[src/rtl/pcpi_mul_iter_if.sv]
// PCPI bus bundle between the core (master) and the multiply coprocessor (slave).
interface pcpi_mul_iter_if;
  logic        pcpi_valid;
  logic [31:0] pcpi_insn;
  logic [31:0] pcpi_rs1;
  logic [31:0] pcpi_rs2;
  logic        pcpi_wr;
  logic [31:0] pcpi_rd;
  logic        pcpi_wait;
  logic        pcpi_ready;

  modport master (
    output pcpi_valid, pcpi_insn, pcpi_rs1, pcpi_rs2,
    input  pcpi_wr, pcpi_rd, pcpi_wait, pcpi_ready
  );

  modport slave (
    input  pcpi_valid, pcpi_insn, pcpi_rs1, pcpi_rs2,
    output pcpi_wr, pcpi_rd, pcpi_wait, pcpi_ready
  );
endinterface

[src/rtl/pcpi_mul_iter.sv]
// Iterative shift-add PCPI responder for MUL/MULH/MULHSU/MULHU; STEPS_AT_ONCE bits per cycle.
// Define MUL_EARLY_EXIT_EN to finish as soon as the remaining multiplier bits are zero.
module pcpi_mul_iter #(
  parameter int STEPS_AT_ONCE = 1
) (
  input  logic           clk,
  input  logic           reset,
  pcpi_mul_iter_if.slave pcpi
);

  localparam int N = 32 / STEPS_AT_ONCE;
  localparam logic [5:0] CNT_LAST = 6'(N - 1);

  typedef enum logic [1:0] {
    S_IDLE    = 2'd0,
    S_BUSY    = 2'd1,
    S_FINISH  = 2'd2,
    S_RELEASE = 2'd3
  } state_t;

  state_t      state_q;
  logic [63:0] acc_q;
  logic [63:0] mcand_q;
  logic [31:0] mplier_q;
  logic        neg_q;
  logic        hi_q;
  logic [5:0]  cnt_q;
  logic        wait_q;
  logic        ready_q;
  logic [31:0] rd_q;

  logic        insn_match;
  logic [1:0]  funct3_lo;
  logic        rs1_signed;
  logic        rs2_signed;
  logic        rs1_neg;
  logic        rs2_neg;
  logic [31:0] rs1_mag_d;
  logic [31:0] rs2_mag_d;
  logic [63:0] pp_d;
  logic [63:0] acc_d;
  logic [31:0] mplier_d;
  logic [63:0] res_d;
  logic        last_step;

  assign insn_match = (pcpi.pcpi_insn[6:0] == 7'b0110011) &&
                      (pcpi.pcpi_insn[31:25] == 7'b0000001) &&
                      !pcpi.pcpi_insn[14];
  assign funct3_lo  = pcpi.pcpi_insn[13:12];

  // MUL only needs the low half, so it is treated as unsigned x unsigned.
  assign rs1_signed = (funct3_lo == 2'b01) || (funct3_lo == 2'b10);
  assign rs2_signed = (funct3_lo == 2'b01);
  assign rs1_neg    = rs1_signed && pcpi.pcpi_rs1[31];
  assign rs2_neg    = rs2_signed && pcpi.pcpi_rs2[31];
  assign rs1_mag_d  = rs1_neg ? (~pcpi.pcpi_rs1 + 32'd1) : pcpi.pcpi_rs1;
  assign rs2_mag_d  = rs2_neg ? (~pcpi.pcpi_rs2 + 32'd1) : pcpi.pcpi_rs2;

  always_comb begin
    pp_d = '0;
    for (int j = 0; j < STEPS_AT_ONCE; j++) begin
      if (mplier_q[j]) pp_d = pp_d + (mcand_q << j);
    end
    acc_d    = acc_q + pp_d;
    mplier_d = mplier_q >> STEPS_AT_ONCE;
    res_d    = neg_q ? (~acc_q + 64'd1) : acc_q;
  end

`ifdef MUL_EARLY_EXIT_EN
  assign last_step = (cnt_q == CNT_LAST) || (mplier_d == '0);
`else
  assign last_step = (cnt_q == CNT_LAST);
`endif

  always_ff @(posedge clk or posedge reset) begin
    if (reset) begin
      state_q  <= S_IDLE;
      acc_q    <= '0;
      mcand_q  <= '0;
      mplier_q <= '0;
      neg_q    <= 1'b0;
      hi_q     <= 1'b0;
      cnt_q    <= '0;
      wait_q   <= 1'b0;
      ready_q  <= 1'b0;
      rd_q     <= '0;
    end else begin
      case (state_q)
        S_IDLE: begin
          ready_q <= 1'b0;
          if (pcpi.pcpi_valid && insn_match) begin
            acc_q    <= '0;
            mcand_q  <= {32'd0, rs1_mag_d};
            mplier_q <= rs2_mag_d;
            neg_q    <= rs1_neg ^ rs2_neg;
            hi_q     <= (funct3_lo != 2'b00);
            cnt_q    <= '0;
            wait_q   <= 1'b1;
`ifdef MUL_EARLY_EXIT_EN
            state_q  <= (rs2_mag_d == '0) ? S_FINISH : S_BUSY;
`else
            state_q  <= S_BUSY;
`endif
          end
        end
        S_BUSY: begin
          if (!pcpi.pcpi_valid) begin
            // Core abandoned the instruction: drop the claim silently.
            wait_q  <= 1'b0;
            state_q <= S_IDLE;
          end else begin
            acc_q    <= acc_d;
            mcand_q  <= mcand_q << STEPS_AT_ONCE;
            mplier_q <= mplier_d;
            cnt_q    <= cnt_q + 6'd1;
            if (last_step) state_q <= S_FINISH;
          end
        end
        S_FINISH: begin
          rd_q    <= hi_q ? res_d[63:32] : res_d[31:0];
          ready_q <= 1'b1;
          wait_q  <= 1'b0;
          state_q <= S_RELEASE;
        end
        default: begin
          // Hold here until valid drops so a lingering valid cannot re-issue.
          ready_q <= 1'b0;
          if (!pcpi.pcpi_valid) state_q <= S_IDLE;
        end
      endcase
    end
  end

  assign pcpi.pcpi_wr    = ready_q;
  assign pcpi.pcpi_ready = ready_q;
  assign pcpi.pcpi_wait  = wait_q;
  assign pcpi.pcpi_rd    = rd_q;

endmodule

[src/flat_wrapper.sv]
// flat-port wrapper written by rule: the top's interface ports become plain ports
module pcpi_mul_iter_flat 
#(
  parameter int STEPS_AT_ONCE = 1
)
  (clk, reset, pcpi_pcpi_valid, pcpi_pcpi_insn, pcpi_pcpi_rs1, pcpi_pcpi_rs2, pcpi_pcpi_wr, pcpi_pcpi_rd, pcpi_pcpi_wait, pcpi_pcpi_ready);
  pcpi_mul_iter_if pcpi_i ();
  input  logic clk;
  input  logic reset;
  input wire logic [$bits(pcpi_i.pcpi_valid)-1:0] pcpi_pcpi_valid;
  input wire logic [$bits(pcpi_i.pcpi_insn)-1:0] pcpi_pcpi_insn;
  input wire logic [$bits(pcpi_i.pcpi_rs1)-1:0] pcpi_pcpi_rs1;
  input wire logic [$bits(pcpi_i.pcpi_rs2)-1:0] pcpi_pcpi_rs2;
  output wire logic [$bits(pcpi_i.pcpi_wr)-1:0] pcpi_pcpi_wr;
  output wire logic [$bits(pcpi_i.pcpi_rd)-1:0] pcpi_pcpi_rd;
  output wire logic [$bits(pcpi_i.pcpi_wait)-1:0] pcpi_pcpi_wait;
  output wire logic [$bits(pcpi_i.pcpi_ready)-1:0] pcpi_pcpi_ready;
  assign pcpi_i.pcpi_valid = pcpi_pcpi_valid;
  assign pcpi_i.pcpi_insn = pcpi_pcpi_insn;
  assign pcpi_i.pcpi_rs1 = pcpi_pcpi_rs1;
  assign pcpi_i.pcpi_rs2 = pcpi_pcpi_rs2;
  assign pcpi_pcpi_wr = pcpi_i.pcpi_wr;
  assign pcpi_pcpi_rd = pcpi_i.pcpi_rd;
  assign pcpi_pcpi_wait = pcpi_i.pcpi_wait;
  assign pcpi_pcpi_ready = pcpi_i.pcpi_ready;
  pcpi_mul_iter #(.STEPS_AT_ONCE(STEPS_AT_ONCE)) u_core (.clk(clk), .reset(reset), .pcpi(pcpi_i));
endmodule
[config.mk]
export PLATFORM = sky130hd
export DESIGN_NAME = pcpi_mul_iter_flat
export DESIGN_NICKNAME = d
export VERILOG_FILES = /design/src/rtl/pcpi_mul_iter_if.sv /design/src/rtl/pcpi_mul_iter.sv /design/src/flat_wrapper.sv
export SDC_FILE = /design/constraint.sdc
export NUM_CORES = 1
export LEC_CHECK = 0
export ABC_CLOCK_PERIOD_IN_PS = 8100
export CAP_MARGIN = 25
export CORE_ASPECT_RATIO = 0.8
export CORE_MARGIN = 2
export CORE_UTILIZATION = 40
export CTS_CLUSTER_SIZE = 8
export DETAILED_ROUTE_END_ITERATION = 10
export PLACE_DENSITY = 0.58
export SYNTH_ARGS = -nofsm -noshare
export SYNTH_HDL_FRONTEND = slang
export SYNTH_SLANG_ARGS = --single-unit
[constraint.sdc]
create_clock -name clk -period 8.1 [get_ports clk]
set_input_delay 0.81 -clock clk [delete_from_list [all_inputs] [get_ports clk]]
set_output_delay 0.81 -clock clk [all_outputs]
set_load 0.03 [all_outputs]
==> key figures, run 1 <==
Power
  – Peak VDD IR: 0.244 mV
  – Clk network pwr share: 0.212
  – Sw Pwr: 2180 uW
  – P per Cell Area: 294 nW/um^2
  – Sequential power share: 0.331
  – Combinational power share: 0.457
  – Int Pwr: 2910 uW
  – Sw frac: 0.428
  – P_leak: 0.00753 uW

Detailed routing
  – Detail Route Antenna Nets: 0
  – Drt via density: 5.74
  – Iter 0 DRT Violations: 1175
  – Drt pass-1 iters: 8
  – DR WL/cell: 18.1 microns
  – DRC errors left: 0
  – Total number of vias: 13700
  – Total wire length: 43100 microns

Placed design
  – Placed Instances: 2355
  – Number of port buffers: 118
  – Placer Congestion: 0.904
  – DPL Wire Length: 31500 microns

Clock network
  – Post-CTS Resized: 0
  – Hold_buf cts: 0
  – CTS Sinks: 204
  – Clk buf depth: 3
  – CTS buffer count: 29
  – Root Buffer: clkbuf_16
  – Clock latency on the worst-skew pair: 0.56 ns
  – CTS tree: done
  – CTS H-tree lvls: 1
  – Setup bufs post-CTS: 0
  – Clock slew seen by the registers of the worst setup and hold paths: 0.05 ns

Worst hold path
  – Worst Hold Launch: u_core.mplier_q[5]
  – WHS Path Cells: 2
  – Worst min-delay path class: reg -> reg

Yosys
  – Cell taking the most area after synthesis: dfrtp_1
  – Mux contribution to synthesized area: 0.0239
  – Area share of xor/xnor cells in the synthesized design: 0.0960
  – Post-Synth Simple-Gate Area: 0.200
  – Compound-Gate Fraction of Synth Area: 0.242
  – Area contributors post-synth: dfrtp_1 (34%), a21oi_1 (6.8%), o21ai_0 (6.8%)
  – Top-area cell type share of the netlist area: 0.339
  – Synth top cells by count: nand2_1 (207), a21oi_1 (204), dfrtp_1 (204), o21ai_0 (203), nor2_1 (149)
  – Top-count cell post-synth: nand2_1
  – Synth async-reset ratio: 1.00
  – Largest family of logic cells by synthesized area: compound AO/OA/AOI/OAI gates
  – Synthesized net count: 2018
  – Unique masters post-synth: 70
  – Number of synthesized flops with an enable pin: 0
  – Avg Synthesized Cell Area: 8.16 sq um
  – Post-Synth Adder-Cell Area: 0.0620
  – Post-synthesis register bit count: 204
  – Synth Instances: 1845
  – Synth warn: 0
  – Sequential share of the synthesized area: 0.339
  – Post-synthesis cell area: 15000 sq um
  – Top_reg_cell synth: dfrtp_1

Timing
  – Final setup skew: 0.0241 ns
  – Final min period: 4.85 ns
  – Tcrit/Tclk final: 0.599
  – Rel. slew slack: 0.331
  – Pin slew with the least headroom to its limit: 1.00 ns
  – RSZ-0062 raised after global routing: false
  – Final count of hold timing violations: 0
  – Final setup violation count: 0
  – F_max: 206 MHz
  – Max Slew Vio Count: 0
  – Fin Setup TNS: 0 ns

Worst setup path
  – R2R cell count: 14
  – Critical Path Sink Type: flop
  – CP Buf/Inv Count: 1
  – CP max stage delay: 0.95 ns
  – Worst EP arrival: 5.30 ns
  – Crit path from: u_core.mplier_q[0]
  – Req. time, crit path: 8.54 ns
  – Worst path slowest cell: dfrtp_2
  – Crit path max-delay family: compound AO/OA/AOI/OAI gates
  – CP Depth: 14
  – RR Startpoint: u_core.mplier_q[0]
  – Crit-path cells: and2_1, ha_1, inv_1, fa_1, nand2b_1, a21oi_1, o211ai_1, a21oi_1, o21ai_0, a21oi_1, o21ai_1, a2111oi_0, o21ai_0, a32o_1
  – CP most frequent cell: a21oi_1
  – Max FO, Critical Path: 65
  – CP Launch Type: flop
  – Critical path class: reg -> reg

Final layout
  – Post-layout util: 0.468
  – Ratio of cells with drive above 1 in the final layout: 0.0494
  – Post-route insts no fill: 2389
  – Area grow syn2layout: 15.2%
  – Final #Nets: 2074
  – Ant. Diodes: 0

Global routing
  – Gr usage total: 0.221
  – Largest net degree at the start of global routing: 130
  – Initial antenna violation count: 0
  – Grt total ovfl: 0
  – Vias in the first global route: 13100
  – First-pass GRT wire length: 70800 microns

Floorplan
  – Width of the die: 221 microns
  – Die Y: 177 microns
  – Core area: 37000 sq um
  – IO Pins: 134
  – Initial core utilization: 0.406
  – Area of the die: 39200 sq um
  – # rows: 63

Run status
  – Status: completed

Run
  – Max Cap Violations: 0
-- layout make-up --
type	instances	area, sq um
Fill cell	3717	19700
Inverter	38	150
Multi-Input combinational cell	1499	9410
Timing Repair Buffer	129	1300
Tap cell	487	609
Sequential cell	204	5110
Clock buffer	32	757
-- cells in the final DEF, fill, tap and decap left out, drive strengths merged, types with 20 or more instances in the layout --
cell / synthesis / final
a22o: 38 / 38
mux2: 22 / 22
nand2: 207 / 207
inv: 38 / 38
xnor2: 80 / 80
a21o: 27 / 27
xor2: 85 / 85
and2: 68 / 68
nor3: 28 / 28
a21oi: 204 / 204
o21ai: 205 / 205
nor2: 149 / 149
nand3: 20 / 20
dfrtp: 204 / 204
clkbuf: 88 / 32
or3: 37 / 37
o31ai: 34 / 34
ha: 73 / 73
nand4: 28 / 28
clkdlybuf4s50: 0 / 118
-- state kept, by name, summed over array words and instances (netlist names) --
register and cells:
u_core.hi_q 1, u_core.pcpi.pcpi_rd 32, u_core.acc_q 64, u_core.pcpi.pcpi_ready 1, u_core.state_q 2, u_core.pcpi.pcpi_wait 1, u_core.cnt_q 6, u_core.neg_q 1
u_core.mplier_q 32, u_core.mcand_q 64
-- worst min-delay path: stages (launching register included) --
cell,delay (ns)
dfrtp_1,0.34
nand2_1,0.05
o21ai_0,0.06
-- per-stage QoR --
stage | hold slack (ns) | setup WS, ns | instance area, sq um | total power [uW]
6_report | 0.477 | 3.25 | 17300 | 5090
5_1_grt | 0.500 | 2.82 | 17300 | 5480
4_1_cts | 0.481 | 3.32 | 17300 | 5110
3_5_place_dp | 0.470 | 3.35 | 16500 | 4010
3_3_place_gp | 0.464 | 3.40 | 16500 | 3960
2_1_floorplan | 0.450 | 1.72 | 15000 | 3270
-- cell families (layout without fill, tap and decap cells) --
family | Yosys count | in the layout
and+or+nand+nor | 621 | 621
AOI/OAI and AO/OA | 607 | 607
DFF | 204 | 204
xor gates and xnor gates | 165 | 165
buffers and inverters | 142 | 199
adders and majority gates | 74 | 74
muxes | 32 | 32
-- worst paths after layout --
kind	to	slack, ns
min in group asynchronous	u_core.acc_q[5]	0.84
max	u_core.acc_q[60]	3.25
min	u_core.mplier_q[5]	0.48
max in group asynchronous	u_core.mplier_q[18]	6.11
max reg2reg	u_core.acc_q[60]	3.25
min reg2reg	u_core.mplier_q[5]	0.48
-- routing by layer --
layer / global-route usage / routed length [microns]
met3: 0.0316 / 2410
met5: 0 / 0
met4: 0.0433 / 690
met1: 0.336 / 21900
met2: 0.333 / 18200
-- power groups by stage --
stage	Clock (uW)	Combinational, uW	Sequential (uW)
3_5_place_dp	0	2310	1700
5_1_grt	1150	2600	1740
2_1_floorplan	0	1580	1690
6_report	1080	2320	1690
3_3_place_gp	0	2270	1690
4_1_cts	1110	2320	1690
No activity file was read; power rests on OpenSTA's default activity.
==> run 2: changes to the inputs <==
ABC_CLOCK_PERIOD_IN_PS = 4700   (was 8100)
clock period = 4.7 ns   (was 8.1 ns; I/O delays follow)
==> run 2 against run 1 <==
Effect of this change: final area up 1.1%; critical path depth down 1; flip-flop and latch count unchanged; power up 77%; highest routed layer unchanged; global-route usage about the same.
==> key figures, run 2 (synthesized netlist as in run 1, its figures left out) <==
Placed design
  – DPL Wire Length: 32300 microns (+2.6%)
  – Number of port buffers: 118 (unchanged)
  – Placer Congestion: 0.931 (+3.0%)

Worst setup path
  – Max FO, Critical Path: 36 (-45%)
  – Req. time, crit path: 5.15 ns (-3.39 ns)
  – Crit path max-delay family: compound AO/OA/AOI/OAI gates
  – Worst path slowest cell: a2111oi_1
  – Critical path class: reg -> reg
  – Worst EP arrival: 4.67 ns (-0.63 ns)
  – Crit-path cells: buf_4, buf_4, and2_1, ha_1, nand2_1, nor2_1, nand2_1, or4_1, a21oi_1, o21ai_1, a2111oi_1, o21ai_0, a32o_1
  – CP Buf/Inv Count: 2 (+1)
  – CP max stage delay: 0.66 ns (-0.29 ns)
  – CP Launch Type: flop
  – Critical Path Sink Type: flop

Final layout
  – Ant. Diodes: 0 (unchanged)
  – Ratio of cells with drive above 1 in the final layout: 0.0582 (+0.00876)
  – Most frequent cells in the layout: nand2_1 (207), a21oi_1 (204), o21ai_0 (203)
  – Area grow syn2layout: 16.5%
  – Biggest regs: u_core.acc_q x64, u_core.mcand_q x64
  – Final #Nets: 2090 (+0.77%)
  – Most common cell after layout, fill and taps aside: nand2_1

Timing
  – Final setup skew: 0.0138 ns (-0.0104 ns)
  – Final count of hold timing violations: 0 (unchanged)
  – Pin slew with the least headroom to its limit: 0.896 ns (-0.107 ns)
  – Final min period: 4.23 ns (-0.626 ns)
  – F_max: 236 MHz (+15%)
  – Max Slew Vio Count: 0 (unchanged)
  – Worst hold margin: 0.415 ns (-0.0623 ns)
  – RSZ-0062 raised after global routing: false
  – Tcrit/Tclk final: 0.900 (+0.300)
  – Final setup violation count: 0 (unchanged)
  – Fin Setup TNS: 0 ns (unchanged)
  – Rel. slew slack: 0.403 (+0.0713)

Clock network
  – Setup bufs post-CTS: 0 (unchanged)
  – Clock slew seen by the registers of the worst setup and hold paths: 0.05 ns (about the same)
  – CTS H-tree lvls: 1 (unchanged)
  – Clock latency on the worst-skew pair: 0.57 ns (about the same)
  – CTS tree: done
  – Root Buffer: clkbuf_16
  – CTS buffer count: 30 (+3.4%)
  – Clk buf depth: 3 (unchanged)
  – CTS Sinks: 204 (unchanged)

Global routing
  – Grt total ovfl: 0 (unchanged)
  – Initial antenna violation count: 0 (unchanged)
  – Vias in the first global route: 13100 (-0.27%)
  – Gr usage total: 0.221 (about the same)
  – First-pass GRT wire length: 71000 microns (+0.26%)
  – Largest net degree at the start of global routing: 140 (+7.7%)

Detailed routing
  – DR WL/cell: 18.0 microns (about the same)
  – Drt via density: 5.68 (-1.0%)
  – Drt pass-1 iters: 5 (-3)
  – Total number of vias: 13700 (-0.087%)
  – Iter 0 DRT Violations: 1116 (-5.0%)
  – DRC errors left: 0 (unchanged)
  – Total wire length: 43500 microns (+0.91%)
  – Detail Route Antenna Nets: 0 (unchanged)

Run status
  – Status: completed

Floorplan
  – IO Pins: 134 (unchanged)
  – Core area: 37000 sq um (unchanged)
  – Width of the die: 221 microns (unchanged)
  – Area of the die: 39200 sq um (unchanged)
  – Initial core utilization: 0.406 (unchanged)
  – # rows: 63 (unchanged)
  – Die Y: 177 microns (unchanged)

Power
  – Peak VDD IR: 0.412 mV (+69%)
  – P_leak: 0.00764 uW (+1.4%)
  – P per Cell Area: 513 nW/um^2 (+75%)

Run
  – Max Cap Violations: 0 (unchanged)

Worst hold path
  – Worst min-delay path class: in -> async
==> run 2: per-stage QoR <==
stage,power (uW),cell area (sq um),instances,utilization,setup WS (ns)
3_3_place_gp,6890,16700,2371,0.450,0.444
3_5_place_dp,6960,16700,2371,0.450,0.381
5_1_grt,9670,17500,2412,0.473,0.115
6_report,8990,17500,2412,0.473,0.472
4_1_cts,9030,17500,2411,0.473,0.338
2_1_floorplan,5630,15100,1845,-,0.912
==> run 2: worst reg2reg max path, stage by stage, from the launching register on <==
cell and delay (ns):
dfrtp_2 0.50, buf_4 0.21, buf_4 0.23, and2_1 0.22
ha_1 0.44, nand2_1 0.12, nor2_1 0.21, nand2_1 0.15
or4_1 0.52, a21oi_1 0.20, o21ai_1 0.18, a2111oi_1 0.66
o21ai_0 0.19, a32o_1 0.28
==> run 2: report_power, final <==
group | internal (uW) | switching [uW]
Combinational | 1650 | 2460
Clock | 1230 | 789
Sequential | 2300 | 552
==> run 2: path summary, 6_finish.rpt <==
| kind | cells after the start | end | slack, ns | from |
|---|---|---|---|---|
| worst max-delay path | 13 | u_core.acc_q[60] | 0.47 | u_core.mplier_q[0] |
| worst max register to register | 13 | u_core.acc_q[60] | 0.47 | u_core.mplier_q[0] |
| worst min-delay path | 3 | u_core.mcand_q[1] | 0.41 | reset |
| max in group asynchronous | 3 | u_core.acc_q[57] | 3.54 | reset |
| min in group clk | 2 | u_core.mplier_q[4] | 0.48 | u_core.mplier_q[4] |
| worst min register to register | 2 | u_core.mplier_q[4] | 0.48 | u_core.mplier_q[4] |
==> run 2: cell type report <==
class	instances	area (sq um)
multi-input combinational	1499	9410
tap	487	609
inverter	38	146
clock inverter	1	30.0
fill	3649	19500
clock buffer	39	816
timing repair buffer	144	1410
sequential	204	5110
==> run 2: what timing repair did <==
action	4_1_cts	5_1_grt
gates resized for setup	0	3
hold buffers	0	0
endpoints found under the setup margin	0	5
==> run 2: routing by layer <==
| layer | vias to the layer above | part of all wire | GRT usage | routed length (microns) |
|---|---|---|---|---|
| li1 | 6770 | - | - | - |
| met1 | 6605 | 0.51 | 0.336 | 22400 |
| met2 | 289 | 0.42 | 0.335 | 18400 |
| met3 | 42 | 0.050 | 0.0316 | 2160 |
| met4 | 0 | 0.015 | 0.0372 | 642 |
| met5 | - | 0 | 0 | 0 |
==> run 3: changes to the inputs <==
CORE_UTILIZATION = 59   (was 40)
PLACE_DENSITY = 0.8   (was 0.58)
==> run 3 against run 2 <==
Effect of this change: largest cell class unchanged; sequential power barely moved; clock power decreased by 8%; fmax is 1.3% lower; global-route usage increased by 9.0 points; worst setup slack got worse by 0.055 ns; sequential share of layout area is 0.38 points higher; die area down 32%; hold slack better by 0.060 ns.
==> key figures, run 3 (synthesized netlist as in run 1, its figures left out) <==
Run status
  – Status: completed

Clock network
  – Setup bufs post-CTS: 0 (unchanged)
  – CTS tree: done
  – Hold_buf cts: 0 (unchanged)
  – CTS Sinks: 204 (unchanged)
  – Root Buffer: clkbuf_16
  – Clock latency on the worst-skew pair: 0.55 ns (-0.02 ns)
  – Clock slew seen by the registers of the worst setup and hold paths: 0.05 ns (about the same)
  – CTS H-tree lvls: 1 (unchanged)
  – CTS buffer count: 29 (-3.3%)
  – Clk buf depth: 3 (unchanged)

Final layout
  – Final #Nets: 2091 (+0.048%)
  – Filler instances: 2061 (-44%)
  – Biggest regs: u_core.acc_q x64, u_core.mcand_q x64
  – Ratio of cells with drive above 1 in the final layout: 0.0578 (-0.000369)
  – Post-layout util: 0.687 (+0.214)
  – Area grow syn2layout: 15.0%
  – Most frequent cells in the layout: nand2_1 (207), a21oi_1 (204), dfrtp_1 (204)
  – Most common cell after layout, fill and taps aside: nand2_1

Worst setup path
  – Req. time, crit path: 5.13 ns (-0.02 ns)
  – CP Launch Type: flop
  – CP most frequent cell: a21oi_1
  – Critical Path Sink Type: flop
  – Crit path from: u_core.mplier_q[0]
  – Critical path class: reg -> reg
  – Crit path max-delay family: compound AO/OA/AOI/OAI gates
  – Crit-path cells: buf_4, and2_1, ha_1, inv_1, fa_1, nand2b_1, a21oi_1, o211ai_1, a21oi_1, o21ai_0, a21oi_1, o21ai_1, buf_4, a211oi_1, o21ai_0, a32o_1
  – Worst path slowest cell: dfrtp_1
  – Max FO, Critical Path: 15 (-58%)
  – Worst EP arrival: 4.71 ns (+0.04 ns)
  – CP max stage delay: 0.57 ns (-0.09 ns)
  – Internal reg-to-reg setup slack: 0.42 ns (-0.05 ns)
  – RR Startpoint: u_core.mplier_q[0]
  – CP Buf/Inv Count: 3 (+1)

Power
  – Int Pwr: 5080 uW (-2.1%)
  – P per Cell Area: 512 nW/um^2 (-0.21%)
  – Combinational power share: 0.467 (+0.009)
  – Clk network pwr share: 0.209 (-0.016)
  – Sw frac: 0.426 (+0.00353)
  – Sw Pwr: 3770 uW (-0.72%)
  – Peak VDD IR: 0.384 mV (-6.8%)
  – P_leak: 0.00763 uW (-0.13%)
  – Sequential power share: 0.323 (+0.006)

Detailed routing
  – Total wire length: 41500 microns (-4.6%)
  – Drt via density: 6.24 (+9.7%)
  – Total number of vias: 14000 (+2.1%)
  – DRC errors left: 0 (unchanged)
  – Drt pass-1 iters: 7 (+2)
  – Detail Route Antenna Nets: 0 (unchanged)
  – Iter 0 DRT Violations: 1218 (+9.1%)
  – DR WL/cell: 18.5 microns (+2.5%)

Timing
  – Final setup violation count: 0 (unchanged)
  – Pin slew with the least headroom to its limit: 0.883 ns (-0.0132 ns)
  – Final setup skew: 0.0160 ns (+0.00220 ns)
  – F_max: 233 MHz (-1.3%)
  – Rel. slew slack: 0.412 (+0.00879)
  – Fin Setup TNS: 0 ns (unchanged)
  – Final count of hold timing violations: 0 (unchanged)
  – Max Slew Vio Count: 0 (unchanged)
  – RSZ-0062 raised after global routing: false
  – Final min period: 4.28 ns (+0.0548 ns)
  – Tcrit/Tclk final: 0.911 (+0.0117)

Run
  – Max Cap Violations: 0 (unchanged)

Floorplan
  – Width of the die: 183 microns (-17%)
  – # rows: 52 (-17%)
  – Initial core utilization: 0.598 (+0.191)
  – Core area: 25200 sq um (-32%)
  – IO Pins: 134 (unchanged)
  – Die Y: 147 microns (-17%)
  – Area of the die: 26800 sq um (-32%)

Global routing
  – First-pass GRT wire length: 68200 microns (-3.9%)
  – Grt total ovfl: 0 (unchanged)
  – Largest net degree at the start of global routing: 152 (+8.6%)
  – Vias in the first global route: 13200 (+1.4%)
  – Initial antenna violation count: 1 (+1)
  – Gr usage total: 0.311 (+0.0900)

Placed design
  – Placer Congestion: 0.942 (+1.1%)
  – Number of port buffers: 118 (unchanged)
  – DPL Wire Length: 30300 microns (-6.4%)

Worst hold path
  – Worst min-delay path class: in -> async
[run 3: changes by cell type in the layout (fill, tap and decap cells not counted), moves of 2 or more]
| cell | before | now |
|---|---|---|
| clkbuf_1 | 7 | 2 |
| buf_16 | 0 | 2 |
| dfrtp_1 | 202 | 204 |
| dfrtp_2 | 2 | 0 |
| clkbuf_16 | 31 | 29 |
[run 3: worst paths after layout]
check,end,cells past startpoint
min reg2reg,u_core.mplier_q[11],2
max in group asynchronous,u_core.acc_q[23],3
max reg2reg,u_core.acc_q[62],16
min,u_core.acc_q[8],3
min in group clk,u_core.mplier_q[11],2
max,u_core.acc_q[62],16
[run 3: repair_timing]
| item | 4_1_cts | 5_1_grt |
|---|---|---|
| hold endpoints to repair | 0 | 0 |
| setup endpoints to repair | 0 | 1 |
| gates resized for setup | 0 | 2 |
[run 3: stage by stage]
step           total power, uW  hold WS [ns]  cell area (sq um)  std cells  setup WS (ns)
3_5_place_dp              6880         0.470              16500       2208          0.303
2_1_floorplan             5630         0.450              15100       1845          0.912
4_1_cts                   8780         0.482              17200       2241          0.238
5_1_grt                   9460         0.506              17300       2244          0.115
6_report                  8850         0.475              17300       2245          0.417
3_3_place_gp              6750         0.464              16500       2208          0.348
[run 3: area by class of cell]
type | instances | area (sq um) | area share
Multi-Input combinational cell | 1499 | 9420 | 0.544
Inverter | 38 | 146 | 0.00846
Clock inverter | 1 | 8.76 | 0.000506
Clock buffer | 32 | 747 | 0.0432
Tap cell | 324 | 405 | 0.0234
Antenna cell | 1 | 2.50 | 0.000145
Sequential cell | 204 | 5100 | 0.295
Timing Repair Buffer | 146 | 1470 | 0.0849
[run 3: power groups by stage]
| stage | sequential, uW | combinational [uW] | clock, uW |
|---|---|---|---|
| 4_1_cts | 2840 | 4050 | 1880 |
| 6_report | 2860 | 4140 | 1850 |
| 3_5_place_dp | 2860 | 4020 | 0 |
| 2_1_floorplan | 2910 | 2720 | 0 |
| 3_3_place_gp | 2840 | 3910 | 0 |
| 5_1_grt | 2920 | 4580 | 1950 |
[run 3: metal layers]
layer | up-vias | track usage | wire, microns | share of wire
met2 | 498 | 0.467 | 17800 | 0.43
met4 | 0 | 0.0726 | 811 | 0.020
met5 | - | 0 | 0 | 0
met3 | 64 | 0.0535 | 3410 | 0.082
li1 | 6755 | - | - | -
met1 | 6681 | 0.470 | 19500 | 0.47
[run 3: worst min-delay path: stages]
cell and delay (ns):
clkdlybuf4s50_1 0.44, clkinvlp_4 0.10, buf_12 0.52
